===== config.mk =====
export PLATFORM = sky130hd
export DESIGN_NAME = if_id_queue
export DESIGN_NICKNAME = d
export VERILOG_FILES = /design/src/rtl/if_id_queue.sv
export SDC_FILE = /design/constraint.sdc
export NUM_CORES = 1
export LEC_CHECK = 0
export BUFFER_PORTS_ARGS = -buffer_cell sky130_fd_sc_hd__clkbuf_2
export CAP_MARGIN = 20
export CORE_MARGIN = 2
export CORE_UTILIZATION = 26
export DETAILED_ROUTE_END_ITERATION = 6
export GPL_TIMING_DRIVEN = 0
export PLACE_DENSITY = 0.55
export SYNTH_ARGS = -nofsm -noshare
export SYNTH_HDL_FRONTEND = slang
export SYNTH_SLANG_ARGS = --single-unit

===== constraint.sdc =====
create_clock -name clk -period 5.9 [get_ports clk]
set_clock_uncertainty 0.15 [all_clocks]
set_input_delay 1.18 -clock clk [delete_from_list [all_inputs] [get_ports clk]]
set_output_delay 1.18 -clock clk [all_outputs]
set_load 0.02 [all_outputs]

===== src/rtl/if_id_queue.sv =====
// -----------------------------------------------------------------------------
// if_id_queue
//
// Instruction queue between the Fetch and Decode stages of a 5-stage MIPS
// pipeline. Fetched {instr, pc} pairs are held in a small circular buffer and
// presented to Decode in strict FIFO order. Decode stalls are absorbed until
// the buffer is full, and then back-pressure is applied to Fetch's PC enable.
// A one-cycle flush discards everything for pipeline redirects.
//
// Parameters
//   DEPTH     number of entries (power of two, >= 2)
//   RESET_PC  pc_d value out of reset / after flush while nothing was popped
//
// Ports
//   clk      in   pipeline clock, rising edge
//   reset    in   asynchronous, active-low reset
//   instr_f  in   32-bit instruction from Fetch
//   pc_f     in   32-bit PC of instr_f
//   valid_f  in   instr_f/pc_f carry a real fetched word
//   ready_f  out  queue can accept a word (Fetch PC enable)
//   instr_d  out  head instruction to Decode (nop when empty)
//   pc_d     out  PC of head instruction (last popped PC when empty)
//   pc8_d    out  pc_d + 8, link address for jal/jalr
//   valid_d  out  head entry is valid
//   ready_d  in   Decode accepts the head this cycle
//   flush    in   discard all queued and incoming words
//   count    out  number of valid entries
// -----------------------------------------------------------------------------
module if_id_queue #(
  parameter int          DEPTH    = 2,
  parameter logic [31:0] RESET_PC = 32'h0000_3000
) (
  input  logic                         clk,
  input  logic                         reset,
  input  logic [31:0]                  instr_f,
  input  logic [31:0]                  pc_f,
  input  logic                         valid_f,
  output logic                         ready_f,
  output logic [31:0]                  instr_d,
  output logic [31:0]                  pc_d,
  output logic [31:0]                  pc8_d,
  output logic                         valid_d,
  input  logic                         ready_d,
  input  logic                         flush,
  output logic [$clog2(DEPTH+1)-1:0]   count
);

  localparam int PW = $clog2(DEPTH);
  localparam int CW = $clog2(DEPTH+1);

  logic [31:0]   mem_instr [DEPTH];
  logic [31:0]   mem_pc    [DEPTH];
  logic [PW-1:0] head;
  logic [PW-1:0] tail;
  logic [CW-1:0] cnt;
  logic [31:0]   held_pc;
  logic          push;
  logic          pop;

  // ready_f depends only on the registered count, so Decode's ready_d never
  // reaches Fetch combinationally; a pop frees space from the next cycle.
  assign ready_f = (cnt != CW'(DEPTH));
  assign valid_d = (cnt != '0);
  assign count   = cnt;

  assign push = valid_f && ready_f && !flush;
  assign pop  = valid_d && ready_d && !flush;

  assign instr_d = valid_d ? mem_instr[head] : 32'h0000_0000;
  assign pc_d    = valid_d ? mem_pc[head]    : held_pc;
  assign pc8_d   = pc_d + 32'd8;

  // Storage carries data only; its contents are meaningless until written,
  // so it is not reset.
  always_ff @(posedge clk) begin
    if (push) begin
      mem_instr[tail] <= instr_f;
      mem_pc[tail]    <= pc_f;
    end
  end

  // Pointers wrap naturally because DEPTH is a power of two.
  always_ff @(posedge clk or negedge reset) begin
    if (!reset) begin
      head    <= '0;
      tail    <= '0;
      cnt     <= '0;
      held_pc <= RESET_PC;
    end else if (flush) begin
      head    <= '0;
      tail    <= '0;
      cnt     <= '0;
      held_pc <= RESET_PC;
    end else begin
      if (push) begin
        tail <= tail + PW'(1);
      end
      if (pop) begin
        head    <= head + PW'(1);
        // Remember the departing PC so pc_d holds steady once the queue drains.
        held_pc <= mem_pc[head];
      end
      unique case ({push, pop})
        2'b10:   cnt <= cnt + CW'(1);
        2'b01:   cnt <= cnt - CW'(1);
        default: cnt <= cnt;
      endcase
    end
  end

endmodule


**Word-level counts from Yosys, hierarchy flattened**

Memory sizes are Yosys's and may differ from the RTL's.
Index checks and enable logic that the tools add are counted.

- Flip-flop bits (word level): 36
- Memory bits (writable): 128
- Input bits: 69
- Output and inout bits: 100
- Logic and storage cells: 35
- Memories kept: 2

Memory list:

| name | words | width | read ports | clocked after memory_dff | wr ports | line | text |
|---|---|---|---|---|---|---|---|
| mem_instr | 2 | 32 | 1 | 0 | 1 | 51 | `logic [31:0] mem_instr [DEPTH];` |
| mem_pc | 2 | 32 | 1 | 0 | 1 | 52 | `logic [31:0] mem_pc [DEPTH];` |

- Add/sub/neg operators: 5
- Eq/ne operators: 3
- Mux-type cells: 12
- Reduce and logical (&&, ||, !) cells: 9

Operator list:

| cell | number |
|---|---|
| $mux W32 | 4 |
| $add A32 B4 Y32 const B | 1 |
| $mux W1 | 6 |
| $reduce_bool A2 Y1 | 3 |
| $logic_and A1 B1 Y1 | 4 |
| $pmux W2 S2 | 1 |
| $reduce_bool A3 Y1 | 1 |
| $add A1 B1 Y1 const B | 2 |
| $add A2 B1 Y2 const B | 1 |
| $eq A2 B1 Y1 const B | 1 |
| $eq A2 B2 Y1 const B | 1 |
| $mux W2 | 1 |
| $ne A2 B2 Y1 const B | 1 |
| $sub A2 B1 Y2 const B | 1 |
| $logic_not A1 Y1 | 1 |

**Logic depth before layout (Yosys ltp)**

Gate-level depths: netlist of run 1.

- Depth after elaboration: 6
- Gate-level depth with buffers: 10
- Depth with buffers taken out: 8

**Worst setup path before layout of run 1**

OpenSTA, ideal clock, no wires.

- Path kind: in2reg
- Start: in flush
- End: mem mem_instr[1][0] (enable)
- Setup time: 0.578 ns
- Arrival: 6.067 ns
- Data required time: 5.172 ns
- Path slack: -0.895 ns
- Stages on the path: 2
- Path buffers: 1
- Cell sequence: clkbuf_1 nor3b_1

- Word-level cells in the longest chain between the ends: 4

RTL lines:

| what | line | text |
|---|---|---|
| from (decl) | 44 | `input logic flush,` |
| $logic_not A1 Y1 | 66 | `assign push = valid_f && ready_f && !flush;` |
| $logic_and A1 B1 Y1 | 66 |  |
| $mux W1 | 76 | `if (push) begin` |
| $mux W1 (implied by the code) | 77 | `mem_instr[tail] <= instr_f;` |
| to (decl) | 51 |  |

Every way passes these cells.

**Worst setup path after layout of run 1**

- Start: reg cnt[1], in the netlist count[1]
- End: out pc8_d[28]

- Word-level cells in the longest chain between the ends: 3

RTL lines:

| what | line | text |
|---|---|---|
| from (decl) | 55 | `logic [CW-1:0] cnt;` |
| from (signal assigned) | 104 | `2'b10: cnt <= cnt + CW'(1);` |
| from (signal assigned) | 105 | `2'b01: cnt <= cnt - CW'(1);` |
| from (signal assigned) | 106 | `default: cnt <= cnt;` |
| $reduce_bool A2 Y1 | 63 | `assign valid_d = (cnt != '0);` |
| $mux W32 | 70 | `assign pc_d = valid_d ? mem_pc[head] : held_pc;` |
| $add A32 B4 Y32 | 71 | `assign pc8_d = pc_d + 32'd8;` |
| to (decl) | 41 | `output logic [31:0] pc8_d,` |

Every way passes these cells.

==> summary.txt, run 1 <==
DR DRC count = 0
Row cnt = 60
Final cell area excluding filler cells = 9200 µm²
Mapped cell area = 7140 µm²
Worst ir drop on vdd = 0.165 mV
GRT busiest layer = met2
Post-DRT Antenna Nets = 0
Setup TNS Final = 0 ns
Area occupied by multi-input gates = 2170 µm²
Post-CTS Setup Repair Bufs = 0
Prevailing post-synth register cell = edfxtp_1
Die Footprint = 28800 µm²
Final slew viol count = 0
WL final = 18400 µm
GR Layer Usage met3 = 4.22%
Crit-path leading delay family = simple AND/OR/NAND/NOR gates
Met1 usage = 16.8%
Nets = 796
CP max-delay cell = nor4_2
Die Ht = 170 µm
Via Count = 4777
Min cycle time layout = 4.56 ns
Critical path class = flip-flop to output port
Peak Freq = 219 MHz
Layout fillers = 2708
Initial Util = 26.5%
CTS clk-pin slew, worst paths = 0.06 ns
Switching fraction of total power = 28.0%
Cells after Synth = 530
R2r setup slk = 2.90 ns
Reg area = 4750 µm²
PortBufs = 167
Pwr dens = 319 nW/µm²
Grt ovf = 0
Synth unique cells = 41
First-pass GRT wire length = 27500 µm
RSZ-0062 raised after global routing = no
Ratio of cells with drive above 1 in the final layout = 34.0%
IO Pins = 169
Vias in the first global route = 4704
H-tree depth = 4
Int Pwr = 0.00211 W
Max stage delay on crit path = 0.59 ns
Cell mode on critical path = nor4_2
Post-Syn Nets = 600
PostCTS Resize Cnt = 0
Syn Area/Cell = 13.5 µm²
Post-synth top area share = 53.8%
Worst Path Buf+Inv = 4
Startpoint types = flip-flop
Setup WS post-layout = 1.34 ns
Worst Tran Pin Value = 0.826 ns
Avg Vias per Cell = 4.41
CORE AREA = 27000 µm²
Final HPWL DP = 13500 µm
Cell chain of the critical path = buf_6, nor2_8, inv_4, buf_2, a21o_1, nor4_2, nand3_1, nor4_2, xor2_1, clkbuf_2
Clock power share = 36.7%
Dpl cells = 1047
Top cells by area, synth = edfxtp_1 (54%), dfrtp_1 (12%), mux2i_1 (9.1%)
Status = complete, no violations
Async S/R FF share, synth = 22.0%
Layout area overhead = 28.7%
Initial antenna violation count = 5
Routed wire per std cell = 17.0 µm
Finished Layout Cells = 1082
Slew headroom = 44.8%
Die W = 170 µm
Post-synth top cells = edfxtp_1 (128), mux2i_1 (65), nor2_1 (51)
Register share of total power = 45.0%
Final setup violation count = 0
Critical Path AT = 3.23 ns
Max-Cap Viols = 0
Met2 Track Usage GR = 20.2%
Psw = 0.000821 W
Post-DP Area = 8600 µm²
Total CTS buffers = 17
Largest net degree at the start of global routing = 37
Hold Vio Cnt, Final = 0
Comb power frac = 18.2%
Count leader, synth = edfxtp_1
Worst Setup End Kind = output port
GPL Wtd Cong = 0.728
Worst endpoint required time = 4.57 ns
Largest area contributor in the netlist = edfxtp_1
TritonCTS clock tree = done
Skew-Pair Late Insertion Delay = 0.41 ns
Tightest Hold Check Type = flip-flop to flip-flop
Crit-path max FO = 10
Ys Warns = 0
Root buffer cell = clkbuf_16
Fin crit share = 77.3%
Pre-CTS WS = 1.74 ns
Synthesized flop and latch total = 164
GRT Util Overall = 12.8%
Clock Tree Buf Depth = 2
Number of synthesized flops with an enable pin = 128
Pleak = 3.63 nW
Iteration-0 DRC count of the detailed router = 188
First-pass detailed-route iteration total = 4
Clk sink count = 164
Post-cts hold buffer count = 0
Post-synthesis sequential area ratio = 66.5%
per-layer routing:
metal / share of wire [%] / routed length, µm / vias up
li1: - / - / 2307
met1: 45 / 8250 / 2284
met5: 0.18 / 33 / -
met3: 8.1 / 1480 / 17
met4: 1.0 / 191 / 4
met2: 46 / 8430 / 165
cell type report:
| class | instances | area share, % |
|---|---|---|
| diodes | 2 | 0.0544 |
| plain buffers | 30 | 1.99 |
| clock buffers | 20 | 4.75 |
| clock inverters | 12 | 1.44 |
| inverters | 16 | 0.680 |
| multi-input cells | 320 | 23.6 |
| flip-flops and latches | 164 | 51.6 |
| well taps | 341 | 4.64 |
| repair buffers | 177 | 11.2 |
flip-flops by register name (all words and copies together) (netlist names):
signal and cells:
tail 1, mem_instr 64, mem_pc 64, head 1, count 2, held_pc 32
placed cells by master, fill, tap and decap left out, types with 2 or more instances in the layout:
cell type	count
nand4_4	2
dfstp_2	2
nand2b_1	2
edfxtp_1	128
buf_6	3
nand3_1	3
nor2b_1	2
a21oi_2	7
a21oi_1	17
clkinv_4	3
buf_16	3
buf_8	7
clkbuf_2	167
a21o_1	11
nor2_1	51
inv_1	15
nand2_1	42
dfrtp_1	34
bufinv_16	2
clkinv_1	2
xnor2_1	16
xor2_1	13
and4bb_2	2
and2_1	2
o21ai_0	31
clkinvlp_4	4
clkbuf_16	17
nand4_1	2
clkbuf_1	12
buf_2	8
diode_2	2
buf_4	6
nor3_1	29
nor4_2	8
and3_1	3
mux2i_1	65
buf_1	2
final timing paths:
path,start,endpoint,depth (start not counted)
worst min-delay path,held_pc[30],held_pc[30],2
min in group asynchronous,reset,held_pc[6],1
max in group asynchronous,reset,held_pc[13],2
worst min register to register,held_pc[30],held_pc[30],2
worst max-delay path,count[1],pc8_d[28],10
worst max register to register,count[0],mem_instr[1][4],8
logic make-up (layout without fill, tap and decap cells):
family | after synthesis | count (layout) | share of synthesized area (%)
compound gates | 68 | 68 | 5.57
xor+xnor | 29 | 29 | 3.56
fa+ha+maj | 1 | 1 | 0.175
buf+inv | 46 | 255 | 3.43
flops | 164 | 164 | 66.5
mux | 65 | 65 | 9.11
other cells | 0 | 2 | 0
simple gates | 157 | 157 | 11.7
worst register-to-register path, cell delays in order, from the launching register on:
cell and delay, ns:
dfrtp_1 0.47, buf_6 0.19, buf_2 0.24, nand2b_1 0.18, nand2_1 0.16, nor3b_4 0.73, buf_8 0.24, buf_8 0.17
buf_8 0.18
per-stage QoR:
stage               total power, W  util, %  hold WS, ns
floorplan                  0.00168        -        0.295
global placement           0.00187     31.2        0.308
detailed placement         0.00189     31.9        0.315
CTS                        0.00296     34.0        0.330
global route               0.00306     34.1        0.354
finish                     0.00293     34.1        0.331
power by group through the flow:
| stage | Clock [W] | Combinational [W] | Sequential, W |
|---|---|---|---|
| CTS | 0.00110 | 0.000543 | 0.00132 |
| global route | 0.00115 | 0.000581 | 0.00132 |
| finish | 0.00108 | 0.000534 | 0.00132 |
| floorplan | 0 | 0.000334 | 0.00134 |
| global placement | 0 | 0.000523 | 0.00135 |
| detailed placement | 0 | 0.000541 | 0.00134 |
No activity file was read; power rests on OpenSTA's default activity.
==> run 2, diff against run 1 <==
clock period = 4 ns   (was 5.9 ns; I/O delays follow)
==> run 2 against run 1 <==
Combinational power increased by 56%. Final cell count increased by 0.74%. Count of clock-buffer cells in the layout decreased by 2. Routed wire length increased by 1.8%. Sequential power increased by 48%. Total power increased by 53%. Worst setup slack got worse by 1.2 ns. Sequential share of layout area decreased by 1.8 points. Largest power group unchanged.
==> summary.txt, run 2 (synthesis gave the netlist of run 1 again) <==
Final slew viol count = 0 (unchanged)
Post-DP Area = 8620 µm² (was 8600 µm²)
PortBufs = 167 (unchanged)
Root buffer cell = clkbuf_16 (unchanged)
Pwr dens = 471 nW/µm² (was 319 nW/µm²)
Tightest Hold Check Type = primary input to asynchronous set/reset pin (was flip-flop to flip-flop)
First-pass GRT wire length = 27800 µm (was 27500 µm)
WL final = 18700 µm (was 18400 µm)
Biggest registers after layout = mem_instr (64), mem_pc (64), held_pc (32) (unchanged)
Worst ir drop on vdd = 0.287 mV (was 0.165 mV)
Ratio of cells with drive above 1 in the final layout = 37.0% (was 34.0%)
Critical Path AT = 2.88 ns (was 3.23 ns)
Layout area overhead = 33.4% (was 28.7%)
Commonest cells after routing, fill and taps aside = clkbuf_2 (165), edfxtp_1 (128), mux2i_1 (65) (was clkbuf_2 (167), edfxtp_1 (128), mux2i_1 (65))
Fin crit share = 95.9%
Vias in the first global route = 4787 (was 4704)
Skew-Pair Late Insertion Delay = 0.42 ns (was 0.41 ns)
Post-layout util = 35.4% (was 34.1%)
Hold Vio Cnt, Final = 0 (unchanged)
Iteration-0 DRC count of the detailed router = 235 (was 188)
Clock Tree Buf Depth = 2 (unchanged)
Int Pwr = 0.00322 W (was 0.00211 W)
RSZ-0062 raised after global routing = no (unchanged)
Final cell area excluding filler cells = 9530 µm² (was 9200 µm²)
Nets = 805 (was 796)
Avg Vias per Cell = 4.41 (about the same)
H-tree depth = 4 (unchanged)
Final setup violation count = 0 (unchanged)
GRT Util Overall = 13.0% (was 12.8%)
Die Ht = 170 µm (unchanged)
Worst endpoint required time = 3.05 ns (was 4.57 ns)
Row cnt = 60 (unchanged)
Post-cts hold buffer count = 0 (unchanged)
Clock power share = 38.1% (was 36.7%)
Die Footprint = 28800 µm² (unchanged)
Worst Tran Pin Value = 0.949 ns (was 0.826 ns)
Switching fraction of total power = 28.3% (was 28.0%)
Layout fillers = 2653 (was 2708)
Largest net degree at the start of global routing = 37 (unchanged)
Max-Cap Viols = 0 (unchanged)
Crit-path max FO = 10 (unchanged)
Worst Setup End Kind = output port (unchanged)
Initial antenna violation count = 4 (was 5)
CTS clk-pin slew, worst paths = 0.06 ns (about the same)
Commonest non-fill, non-tap cell in the layout = clkbuf_2 (unchanged)
Final HPWL DP = 13300 µm (was 13500 µm)
GPL Wtd Cong = 0.711 (was 0.728)
Post-DRT Antenna Nets = 0 (unchanged)
Hold WS = 0.218 ns (was 0.331 ns)
Register share of total power = 43.4% (was 45.0%)
Total CTS buffers = 17 (unchanged)
Initial Util = 26.5% (unchanged)
Die W = 170 µm (unchanged)
Psw = 0.00127 W (was 0.000821 W)
Slew headroom = 36.7% (was 44.8%)
Peak Freq = 261 MHz
First-pass detailed-route iteration total = 4 (unchanged)
TritonCTS clock tree = done (unchanged)
Status = complete, no violations (unchanged)
Grt ovf = 0 (unchanged)
Clk sink count = 164 (unchanged)
Startpoint types = flip-flop (unchanged)
DR DRC count = 0 (unchanged)
CORE AREA = 27000 µm² (unchanged)
Min cycle time layout = 3.83 ns
Pleak = 3.79 nW (was 3.63 nW)
Comb power frac = 18.6% (was 18.2%)
IO Pins = 169 (unchanged)
Via Count = 4809 (was 4777)
Critical path class = flip-flop to output port (unchanged)
Routed wire per std cell = 17.2 µm (was 17.0 µm)
## run 2: metrics by stage
step	setup WS [ns]	power (W)	setup TNS, ns	instances
2_1_floorplan	0.306	0.00248	0	530
3_3_place_gp	-0.707	0.00276	-74.68	1038
3_5_place_dp	0.206	0.00278	0	1046
4_1_cts	0.00750	0.00452	0	1082
5_1_grt	0.00887	0.00469	0	1089
6_report	0.166	0.00449	0	1090
## run 2: power by group through the flow
| stage | clock network, W | registers [W] | logic, W |
|---|---|---|---|
| after floorplan | 0 | 0.00198 | 0.000494 |
| after global placement | 0 | 0.00198 | 0.000772 |
| after detailed placement | 0 | 0.00198 | 0.000800 |
| after CTS | 0.00176 | 0.00195 | 0.000813 |
| after global routing | 0.00183 | 0.00195 | 0.000908 |
| final | 0.00171 | 0.00195 | 0.000834 |
## run 2: path summary, 6_finish.rpt
path / start / to / slack [ns] / cells past startpoint
max in group asynchronous: reset / held_pc[14] / 2.98 / 2
worst min register to register: held_pc[31] / held_pc[31] / 0.33 / 2
worst max register to register: count[0] / mem_instr[0][26] / 0.78 / 9
worst max-delay path: count[1] / pc8_d[30] / 0.17 / 11
min in group clk: held_pc[31] / held_pc[31] / 0.33 / 2
worst min-delay path: reset / held_pc[6] / 0.22 / 1
## run 2: worst max-delay path, stage by stage (launching register included)
cell      delay [ns]
dfrtp_1         0.36
buf_6           0.17
nor2_8          0.04
inv_4           0.13
buf_6           0.19
buf_2           0.29
nor2_1          0.07
a21oi_1         0.35
nand4_1         0.24
nor3_1          0.27
xnor2_1         0.15
clkbuf_2        0.19
## run 2: area by class of cell
type / instances / area, µm² / share of cell area, %
Tap cell: 341 / 427 / 4.48
Buffer: 30 / 190 / 2.00
Inverter: 16 / 62.6 / 0.657
Multi-Input combinational cell: 321 / 2340 / 24.5
Timing Repair Buffer: 185 / 1130 / 11.9
Clock buffer: 18 / 429 / 4.50
Sequential cell: 164 / 4750 / 49.8
Antenna cell: 1 / 2.50 / 0.0263
Clock inverter: 14 / 198 / 2.07
## run 2: per-layer routing
layer | global-route usage, % | share of wire (%)
met1 | 16.7 | 44
met2 | 21.3 | 47
met4 | 2.90 | 0.76
met3 | 4.20 | 8.0
met5 | 0 | 0.21
## run 2: repair_timing
item | in CTS | in global routing
buffers inserted | 4 | 5
pin swaps | 3 | 6
gates resized for setup | 7 | 28
gates cloned | 0 | 1
endpoints found under the hold margin | 0 | 0
setup endpoints to repair | 12 | 14
==> run 3, diff against run 2 <==
BUFFER_PORTS_ARGS = default   (was -buffer_cell sky130_fd_sc_hd__clkbuf_2)
DONT_BUFFER_PORTS = 1   (was default)
PLACE_DENSITY = 0.5   (was 0.55)
==> run 3 against run 2 <==
Utilization decreased by 2.3 points. Worst hold slack got worse by 0.14 ns. Clock power decreased by 12%. Critical path type unchanged. Global-route usage decreased by 0.28 points. Largest cell class unchanged.
==> summary.txt, run 3 (synthesis gave the netlist of run 1 again) <==
Status = complete, no violations (unchanged)
FF-to-FF End = mem_instr[1][5] (was mem_instr[0][26])
Setup WS post-layout = 0.0837 ns (was 0.166 ns)
Skew-Pair Late Insertion Delay = 0.41 ns (was 0.42 ns)
Clk sink count = 164 (unchanged)
CORE AREA = 27000 µm² (unchanged)
Vias in the first global route = 4435 (was 4787)
Ratio of cells with drive above 1 in the final layout = 23.1% (was 37.0%)
Die Footprint = 28800 µm² (unchanged)
WL final = 18100 µm (was 18700 µm)
Fin crit share = 97.9% (was 95.9%)
Root buffer cell = clkbuf_16 (unchanged)
Post-DRT Antenna Nets = 0 (unchanged)
Die W = 170 µm (unchanged)
Area occupied by multi-input gates = 2540 µm² (was 2340 µm²)
Peak Freq = 255 MHz (was 261 MHz)
Final setup violation count = 0 (unchanged)
Comb power frac = 17.5% (was 18.6%)
Int Pwr = 0.00297 W (was 0.00322 W)
Worst Tran Pin Value = 0.768 ns (was 0.949 ns)
Biggest registers after layout = mem_instr (64), mem_pc (64), held_pc (32) (unchanged)
Switching fraction of total power = 29.1% (was 28.3%)
Slew headroom = 48.7% (was 36.7%)
Register share of total power = 46.5% (was 43.4%)
First-pass GRT wire length = 26900 µm (was 27800 µm)
GRT Util Overall = 12.7% (was 13.0%)
Hold WS = 0.0760 ns (was 0.218 ns)
Final slew viol count = 0 (unchanged)
Met3 routed WL = 1860 µm (was 1490 µm)
Hold Vio Cnt, Final = 0 (unchanged)
IO Pins = 169 (unchanged)
Worst Setup End Kind = output port (unchanged)
Initial Util = 26.5% (unchanged)
DR DRC count = 0 (unchanged)
Top layer in use = met4 (was met5)
Pleak = 3.14 nW (was 3.79 nW)
Iteration-0 DRC count of the detailed router = 243 (was 235)
Via Count = 4279 (was 4809)
Routed wire per std cell = 19.6 µm (was 17.2 µm)
WL met1 = 7100 µm (was 8230 µm)
GPL Wtd Cong = 0.704 (was 0.711)
First-pass detailed-route iteration total = 4 (unchanged)
Grt ovf = 0 (unchanged)
Worst endpoint required time = 3.05 ns (about the same)
Worst r2r src = count[0] (unchanged)
Reg area = 4750 µm² (about the same)
Nets = 638 (was 805)
Critical Path AT = 2.97 ns (was 2.88 ns)
TritonCTS clock tree = done (unchanged)
RSZ-0062 raised after global routing = yes (was no)
Worst ir drop on vdd = 0.243 mV (was 0.287 mV)
Initial antenna violation count = 0 (was 4)
H-tree depth = 4 (unchanged)
Met2 wire length = 8940 µm (was 8810 µm)
Post-layout util = 33.1% (was 35.4%)
Crit-path max FO = 10 (unchanged)
Post-DP Area = 7780 µm² (was 8620 µm²)
Pwr dens = 471 nW/µm² (about the same)
Commonest cells after routing, fill and taps aside = edfxtp_1 (128), mux2i_1 (65), nor2_1 (50) (was clkbuf_2 (165), edfxtp_1 (128), mux2i_1 (65))
Die Ht = 170 µm (unchanged)
Commonest non-fill, non-tap cell in the layout = edfxtp_1 (was clkbuf_2)
Startpoint types = flip-flop (unchanged)
Tightest Hold Check Type = primary input to asynchronous set/reset pin (unchanged)
Clock power share = 36.0% (was 38.1%)
PortBufs = 0 (was 167)
Row cnt = 60 (unchanged)
Largest net degree at the start of global routing = 35 (was 37)
CTS clk-pin slew, worst paths = 0.07 ns (was 0.06 ns)
Pre-CTS WS = -0.138 ns (was 0.206 ns)
Layout fillers = 2639 (was 2653)
Min cycle time layout = 3.92 ns (was 3.83 ns)
Psw = 0.00122 W (was 0.00127 W)
Final cell area excluding filler cells = 8910 µm² (was 9530 µm²)
Final HPWL DP = 13000 µm (was 13300 µm)
Layout area overhead = 24.7% (was 33.4%)
Total CTS buffers = 17 (unchanged)
Worst Reg-to-Reg Cells = 8 (was 9)
Avg Vias per Cell = 4.64 (was 4.41)
Clock Tree Buf Depth = 2 (unchanged)
Max-Cap Viols = 0 (unchanged)
Critical path class = flip-flop to output port (unchanged)
R2r setup slk = 0.69 ns (was 0.78 ns)
Ant. Diodes = 0 (was 1)
run 3: cell types whose count changed in the layout (fill, tap and decap cells not counted), moves of 7 or more:
cell      before  now
xor2_2         1    8
buf_4         16    9
a21oi_4        3   15
xor2_1        12    5
clkbuf_2     165    0
a21oi_1       13    6
run 3: layer usage:
metal	global-route usage, %	vias up
met4	3.79	0
li1	-	1980
met5	0	-
met3	6.23	9
met2	21.3	144
met1	14.2	2146
run 3: final cells by class:
| type | instances | area share [%] |
|---|---|---|
| Multi-Input combinational cell | 321 | 28.5 |
| Sequential cell | 164 | 53.3 |
| Clock buffer | 19 | 5.08 |
| Tap cell | 341 | 4.79 |
| Timing Repair Buffer | 18 | 3.95 |
| Buffer | 30 | 2.43 |
| Clock inverter | 13 | 1.12 |
| Inverter | 16 | 0.815 |
run 3: how the worst max path moves through the flow:
stage / from / to / slack [ns] / cells after the start
after floorplan: count[0] / mem_instr[1][0] / 0.31 / 5
after global placement: count[0] / mem_instr[1][2] / -1.04 / 5
after detailed placement: count[1] / pc8_d[29] / -0.14 / 10
after CTS: count[1] / pc8_d[29] / 0.03 / 10
after global routing: count[1] / pc8_d[31] / -0.04 / 11
final: count[1] / pc8_d[31] / 0.08 / 11
run 3: worst max-delay path, cell delays in order (launching register included):
cell     delay [ns]
dfrtp_2        0.48
buf_8          0.17
nor2_8         0.11
inv_8          0.08
buf_6          0.18
a21o_4         0.26
inv_4          0.11
ha_4           0.17
nand4_4        0.16
buf_12         0.21
nor4_4         0.31
xor2_2         0.29
run 3: metrics by stage:
step | total power (W) | cells | setup TNS, ns
global placement | 0.00260 | 871 | -118.94
floorplan | 0.00248 | 530 | 0
global route | 0.00438 | 922 | -0.0554
detailed placement | 0.00262 | 879 | -0.638
CTS | 0.00424 | 918 | 0
finish | 0.00420 | 922 | 0
run 3: power groups by stage:
stage          clock, W  sequential, W  combinational, W
4_1_cts         0.00156        0.00195          0.000725
5_1_grt         0.00163        0.00196          0.000786
6_report        0.00151        0.00195          0.000733
3_3_place_gp          0        0.00199          0.000608
2_1_floorplan         0        0.00198          0.000494
3_5_place_dp          0        0.00199          0.000638
run 3: timing repair:
item	CTS	global route
resized for setup	65	13
endpoints found under the setup margin	32	11
hold buffers	1	0
buffers inserted	5	2
endpoints found under the hold margin	34	0
cloned	1	2
pin swaps	6	9
